===== config.mk =====
export PLATFORM = sky130hd
export DESIGN_NAME = ma_row_seq
export DESIGN_NICKNAME = d
export VERILOG_FILES = /design/src/rtl/ma_row_seq.sv
export SDC_FILE = /design/constraint.sdc
export NUM_CORES = 1
export LEC_CHECK = 0
export ABC_AREA = 1
export ABC_CLOCK_PERIOD_IN_PS = 2000
export CAP_MARGIN = 40
export CORE_MARGIN = 2
export CORE_UTILIZATION = 43
export DETAILED_ROUTE_END_ITERATION = 8
export GPL_ROUTABILITY_DRIVEN = 0
export PLACE_DENSITY = 0.75
export SYNTH_ARGS = -nofsm -noshare
export SYNTH_HDL_FRONTEND = slang
export SYNTH_SLANG_ARGS = --single-unit

===== constraint.sdc =====
create_clock -name clk -period 2 [get_ports clk]
set_input_delay 0.6 -clock clk [delete_from_list [all_inputs] [get_ports clk]]
set_output_delay 0.6 -clock clk [all_outputs]
set_load 0.03 [all_outputs]

===== src/rtl/ma_row_seq.sv =====
// Sequential unsigned N x N shift-add multiplier built around one ma_row.
// One multiplier bit is consumed per BUSY cycle; valid/ready on both sides.

module ma_row #(
  parameter int N = 4
) (
  input  logic [N-1:0] x,
  input  logic         y,
  input  logic [N-1:0] si,
  output logic [N:0]   so
);

  logic [N:0]   c;
  logic [N-1:0] pp;

  // Ripple row of full adders: so = si + (x & {N{y}})
  always_comb begin
    pp = x & {N{y}};
    c  = '0;
    so = '0;
    for (int i = 0; i < N; i++) begin
      so[i]  = si[i] ^ pp[i] ^ c[i];
      c[i+1] = (si[i] & pp[i]) | (c[i] & (si[i] ^ pp[i]));
    end
    so[N] = c[N];
  end

endmodule

module ma_row_seq #(
  parameter int N = 4
) (
  input  logic           clk,
  input  logic           rst,
  input  logic           in_valid,
  output logic           in_ready,
  input  logic [N-1:0]   a,
  input  logic [N-1:0]   b,
  output logic           out_valid,
  input  logic           out_ready,
  output logic [2*N-1:0] p
);

  localparam int CW = $clog2(N);

  typedef enum logic [1:0] {
    IDLE = 2'd0,
    BUSY = 2'd1,
    DONE = 2'd2
  } state_t;

  state_t        state_q, state_d;
  logic [N-1:0]  a_q, a_d;
  logic [N-1:0]  b_q, b_d;
  logic [N-1:0]  acc_q, acc_d;
  logic [N-1:0]  p_lo_q, p_lo_d;
  logic [CW-1:0] cnt_q, cnt_d;
  logic [N:0]    so;

  ma_row #(.N(N)) u_row (
    .x  (a_q),
    .y  (b_q[0]),
    .si (acc_q),
    .so (so)
  );

  always_ff @(posedge clk or posedge rst) begin
    if (rst) begin
      state_q <= IDLE;
      a_q     <= '0;
      b_q     <= '0;
      acc_q   <= '0;
      p_lo_q  <= '0;
      cnt_q   <= '0;
    end else begin
      state_q <= state_d;
      a_q     <= a_d;
      b_q     <= b_d;
      acc_q   <= acc_d;
      p_lo_q  <= p_lo_d;
      cnt_q   <= cnt_d;
    end
  end

  always_comb begin
    state_d = state_q;
    unique case (state_q)
      IDLE:    if (in_valid) state_d = BUSY;
      BUSY:    if (cnt_q == CW'(N - 1)) state_d = DONE;
      DONE:    if (out_ready) state_d = IDLE;
      default: state_d = IDLE;
    endcase
  end

  // Datapath: load in IDLE, shift-add in BUSY, hold otherwise
  always_comb begin
    a_d    = a_q;
    b_d    = b_q;
    acc_d  = acc_q;
    p_lo_d = p_lo_q;
    cnt_d  = cnt_q;
    unique case (state_q)
      IDLE: begin
        if (in_valid) begin
          a_d   = a;
          b_d   = b;
          acc_d = '0;
          cnt_d = '0;
        end
      end
      BUSY: begin
        acc_d  = so[N:1];
        p_lo_d = {so[0], p_lo_q[N-1:1]};
        b_d    = b_q >> 1;
        cnt_d  = cnt_q + CW'(1);
      end
      default: ;
    endcase
  end

  always_comb begin
    in_ready  = (state_q == IDLE);
    out_valid = (state_q == DONE);
    p         = {acc_q, p_lo_q};
  end

endmodule


==> flow_summary.ini, run 1 <==
[synth]
synth_area_leaders = dfrtp_1 52%, nand2_1 18%, nand3_1 7.9%
synth.most_common_cell = nand2_1
synth_flop_cell = dfrtp_1
yosys_warnings = 0
synthArstFlopShare_pct = 100
ys_types = 14
syn_area_per_cell_um2 = 8.68
synthTopCellsByCount = 46 x nand2_1, 20 x dfrtp_1, 15 x nand3_1, 10 x inv_1, 5 x o21ai_0
synth_edf_count = 0
syn-cell-area_um2 = 955
syn-num-nets = 127
postSynthCellCount = 110
ys_ff_latch = 20
synth_seq_area_share_pct = 52.4
yosysTopAreaCell = dfrtp_1
synth_top_cell_area_share_pct = 52.4

[setup_path]
cp_data_arrival_time_ns = 1.37
crit_path_end_kind = output pin
crit_fanout = 3
crit_path_start_kind = register
r2r_cells = 10
crit_slowest_cell = clkdlybuf4s50_1
r2r_setup_slack_ns = 0.04
max_stage_delay_ns = 0.68
crit_chain = clkdlybuf4s50_1
cp_num_buf_inv = 1
cp_top_family = buffers and inverters
crit_type = register to output pin
critical_path_required_ns = 1.40
r2r-start = b_q[0]
reg2reg_to = acc_q[2]

[grt]
grt_pass1_vias = 760
track_usage_pct = 16.8
antenna_found_initial = 0
grt_pass1_wl_um = 3250
grt_start_max_net_pins = 21
grt-ovfl-total = 0

[worst_hold_path]
holdPathStages = 2
whs_endpoint = p_lo_q[0]
min_from = p_lo_q[0]
holdCritPathClass = register to register

[sta]
hold_viol_final = 0
fin_tns_setup_ns = 0
relSlewSlack_pct = 78.5
timing.final.max_slew_violations = 0
setup_viol_count_final = 0
rsz0062_at_grt = yes
finClkSkew_ns = 0.00270
timing.final.crit_period_ns = 1.97
max_slew.worst_pin.slew_ns = 0.322
max_freq_mhz = 509
layout_worst_path_cycle_share_pct = 98.3
setup_ws_ns = 0.0340

[power_and_ir_drop]
power.density_nw_per_um2 = 1410
peakVddDrop_v = 0.000719
p_leak_nw = 0.688

[detailed_routing]
topRoutingLayerUsed = met4
met2_length_um = 941
drtAntennaViolNets = 0
drc = 0
viasPerCell = 4.93
dr_wl_met3_um = 95
vias = 813
wire_per_inst_um = 11.4
m1WireLength_um = 828
drt_iter0_markers = 28
finalWirelength_um = 1890
dr.pass1.iters = 4

[layout]
area_delta_synth_final_pct = 32.2
multi_input_area_um2 = 397
drive_gt1_share_pct = 13.9
n_fill_cell = 194
post-route-cell-area_um2 = 1260
fin_nets = 155
regArea_um2 = 500
num_antenna_cells = 0

[status]
status = completed

[floorplanning]
core_area_um2 = 2150
rows = 17
ios = 22
fp.dieW_um = 51.1
die_area_um2 = 2610
die_h_um = 51.1
start_util_pct = 44.4

[place]
place_area_um2 = 1210
dp_hpwl_um = 1400
portBuffers = 21
dp_slack_ns = 0.00194

[clock_tree]
clk_pin_slew_ns = 0.11
cts_max_level = 1
root_buffer = clkbuf_4
numCtsBuffers = 3
clock_sinks = 20
postCtsHoldBufs = 0
insertion_delay_ns = 0.29
cts_tree = done
clockBufferDepth = 2
cts_post_setup_buffers_inserted = 0

[flow_run]
drv_cap = 0
==> metal layers <==
| layer | vias to the layer above | GRT usage [%] |
|---|---|---|
| met5 | - | 0 |
| met4 | 0 | 7.21 |
| met3 | 2 | 2.34 |
| met2 | 31 | 28.8 |
| met1 | 384 | 21.0 |
| li1 | 396 | - |
==> worst register-to-register path, delay by kind of cell (launching register included) <==
kind / cells / cell delay, ns
flip-flops: 1 / 0.37
buffers and inverters: 4 / 0.19
AO/OA/AOI/OAI: 1 / 0.05
AND/OR/NAND/NOR: 1 / 0.06
adder cells (fa/ha/maj): 4 / 1.17
==> report_power, final <==
group	switching, mW	internal, mW	leakage [nW]
Sequential	0.121	0.565	0.257
Clock	0.123	0.111	0.0210
Combinational	0.532	0.334	0.409
==> cells by family after synthesis <==
| family | count (synthesis) | synth area share (%) |
|---|---|---|
| adder cells (fa/ha/maj) | 5 | 8.91 |
| AO/OA/AOI/OAI | 7 | 3.93 |
| buffers and inverters | 14 | 6.55 |
| flip-flops | 20 | 52.4 |
| AND/OR/NAND/NOR | 64 | 28.2 |
==> cells in the final DEF, fill, tap and decap left out, types with 3 or more instances in the layout <==
cell             instances
inv_2                    3
nand2_1                 46
inv_1                    7
buf_4                    8
dlymetal6s2s_1           3
clkdlybuf4s50_1         15
o21ai_0                  3
o21ai_1                  3
dfrtp_1                 20
nand3_1                 15
clkbuf_4                 3
==> how the worst max path moves through the flow <==
stage	startpoint	slack, ns	cells after the start	to
after floorplan	acc_q[0]	0.005	8	acc_q[2]
after global placement	a_q[0]	0.10	10	acc_q[2]
after detailed placement	b_q[0]	0.002	10	acc_q[2]
after CTS	a_q[0]	0.006	10	acc_q[2]
after global routing	b_q[0]	-0.09	10	acc_q[2]
final	p_lo_q[2]	0.03	1	p[2]
==> state kept, by name, summed over array words and instances, names as in the netlist <==
register and cells:
a_q 4, acc_q 4, b_q 4, cnt_q 2, p_lo_q 4, state_q 2
==> stage by stage <==
stage / hold WS [ns] / power (mW) / cells / utilization (%)
5_1_grt: 0.512 / 1.94 / 165 / 58.8
4_1_cts: 0.485 / 1.79 / 165 / 58.2
3_5_place_dp: 0.458 / 1.56 / 161 / 56.6
2_1_floorplan: 0.442 / 1.26 / 110 / -
6_report: 0.484 / 1.79 / 165 / 58.8
3_3_place_gp: 0.455 / 1.51 / 161 / 56.6
==> area by class of cell <==
cell class | count | area share (%)
multi-input combinational | 76 | 31.4
timing repair buffer | 27 | 20.3
tap | 28 | 2.78
inverter | 10 | 2.97
clock buffer | 4 | 2.87
sequential | 20 | 39.6
==> what timing repair did <==
| item | 4_1_cts | 5_1_grt |
|---|---|---|
| setup endpoints to repair | 2 | 5 |
| resized for setup | 2 | 9 |
| pin swaps | 0 | 2 |
| gates cloned | 0 | 0 |
(Power assumes the default switching activity.)
==> inputs of run 2 (changes only) <==
--- a/config.mk
+++ b/config.mk
@@ -6,13 +6,13 @@
 export NUM_CORES = 1
 export LEC_CHECK = 0
 export ABC_AREA = 1
-export ABC_CLOCK_PERIOD_IN_PS = 2000
+export ABC_CLOCK_PERIOD_IN_PS = 1960
 export CAP_MARGIN = 40
 export CORE_MARGIN = 2
-export CORE_UTILIZATION = 43
+export CORE_UTILIZATION = 48
 export DETAILED_ROUTE_END_ITERATION = 8
 export GPL_ROUTABILITY_DRIVEN = 0
-export PLACE_DENSITY = 0.75
+export PLACE_DENSITY = 0.79
 export SYNTH_ARGS = -nofsm -noshare
 export SYNTH_HDL_FRONTEND = slang
 export SYNTH_SLANG_ARGS = --single-unit
==> constraint.sdc (replaced) <==
create_clock -name clk -period 1.96 [get_ports clk]
set_input_delay 0.588 -clock clk [delete_from_list [all_inputs] [get_ports clk]]
set_output_delay 0.588 -clock clk [all_outputs]
set_load 0.03 [all_outputs]
==> flow_summary.ini, run 2 (synthesis results as in run 1) <==
[power_and_ir_drop]
clock_power_share_pct = 13.1
total_power_mw = 1.82
seqPwrFrac_pct = 38.7
p_leak_nw = 0.716
p_switching_mw = 0.794
power.density_nw_per_um2 = 1430
switching_share_pct = 43.5
intPower_mw = 1.03
peakVddDrop_v = 0.000803
p_comb_share_pct = 48.2

[sta]
finClkSkew_ns = 0.00310
max_slew.worst_pin.slew_ns = 0.347
timing.final.crit_period_ns = 2.00
relSlewSlack_pct = 76.7
max_freq_mhz = 499
setup_ws_ns = -0.0448
timing.final.max_slew_violations = 0
hold_viol_final = 0
setup_viol_count_final = 1
hold_ws_ns = 0.480
fin_tns_setup_ns = -0.0448
layout_worst_path_cycle_share_pct = 102
rsz0062_at_grt = yes

[setup_path]
max_stage_delay_ns = 0.52
crit_path_end_kind = register
crit_path_start_kind = register
cp_common_cell = inv_2
crit_fanout = 2
cp_data_arrival_time_ns = 2.20
crit_type = register to register
cp_top_family = adder cells
crit_chain = nand2_1 > inv_1 > ha_2 > inv_2 > fa_2 > inv_2 > fa_2 > inv_2 > fa_1 > o21ai_2
cp_num_buf_inv = 4
crit_slowest_cell = fa_1
critical_path_required_ns = 2.15

[detailed_routing]
dr.pass1.iters = 4
drc = 0
drtAntennaViolNets = 0
drt_iter0_markers = 16
wire_per_inst_um = 11.7
finalWirelength_um = 1930
vias = 807
viasPerCell = 4.89

[place]
dp_slack_ns = -0.0753
dp_cells = 160
dp_hpwl_um = 1430
portBuffers = 21

[clock_tree]
cts_tree = done
postCtsHoldBufs = 0
cts_max_level = 1
clk_pin_slew_ns = 0.11
insertion_delay_ns = 0.30
clockBufferDepth = 2
root_buffer = clkbuf_4
numCtsBuffers = 3
clock_sinks = 20

[layout]
final_common_cell = nand2_1
num_antenna_cells = 0
drive_gt1_share_pct = 16.7
fin_nets = 156
n_fill_cell = 166
final-instance-count-excl-fill = 165
area_delta_synth_final_pct = 33.6
layout_common_cells = 46 x nand2_1, 19 x dfrtp_1, 15 x nand3_1

[floorplanning]
core_area_um2 = 1920
die_area_um2 = 2360
rows = 16
die_h_um = 48.6
start_util_pct = 49.7
fp.dieW_um = 48.6
ios = 22

[worst_hold_path]
holdCritPathClass = register to register

[flow_run]
drv_cap = 0

[grt]
antenna_found_initial = 0
grt_pass1_vias = 734
grt_pass1_wl_um = 3150
grt_start_max_net_pins = 21
grt-ovfl-total = 0
track_usage_pct = 17.9

[status]
violations = negative setup slack
status = complete, but fails checks
-- run 2: power groups by stage --
stage | clock network (mW) | registers [mW] | logic, mW
2_1_floorplan | 0 | 0.786 | 0.499
3_3_place_gp | 0 | 0.706 | 0.837
3_5_place_dp | 0 | 0.712 | 0.875
4_1_cts | 0.243 | 0.704 | 0.876
5_1_grt | 0.263 | 0.729 | 0.974
6_report | 0.240 | 0.705 | 0.879
-- run 2: timing repair --
| item | CTS | global route |
|---|---|---|
| endpoints found under the setup margin | 5 | 6 |
| endpoints found under the hold margin | 0 | 0 |
| buffers inserted | 1 | 0 |
| cloned | 0 | 0 |
| pin swaps | 2 | 2 |
| resized for setup | 7 | 10 |
-- run 2: layer usage --
layer  global-route usage [%]  wire length (µm)  share of wire, %  vias up
li1                         -                 -                 -      399
met1                     22.2               854                44      372
met2                     28.7               895                46       28
met3                     3.70               111               5.8        8
met4                     11.4                63               3.3        0
met5                        0                 0                 0        -
-- run 2: path summary, 6_finish.rpt --
check                           startpoint        end  slack (ns)  depth (start not counted)
worst min register to register   p_lo_q[0]  p_lo_q[0]        0.48                          2
min in group asynchronous              rst   acc_q[1]        0.60                          3
worst max register to register      b_q[0]   acc_q[2]       -0.04                         10
worst max-delay path                b_q[0]   acc_q[2]       -0.04                         10
max in group asynchronous              rst   acc_q[0]        1.14                          3
worst min-delay path             p_lo_q[0]  p_lo_q[0]        0.48                          2
-- run 2: cell type report --
class	count	area (µm²)	share of cell area, %
inverter	10	37.5	2.94
timing repair buffer	28	263	20.6
clock buffer	4	36.3	2.85
tap	27	33.8	2.65
sequential	20	502	39.4
multi-input combinational	76	403	31.6
-- run 2: through the flow --
stage	utilization (%)	cell area [µm²]
detailed placement	63.2	1210
global placement	63.2	1210
floorplan	-	956
CTS	65.4	1260
finish	66.3	1270
global route	66.3	1270
-- run 2: tightest hold or removal path: cells and delay by family (launching register included) --
kind             cells  cell delay (ns)
DFF                  1             0.36
and+or+nand+nor      2             0.09
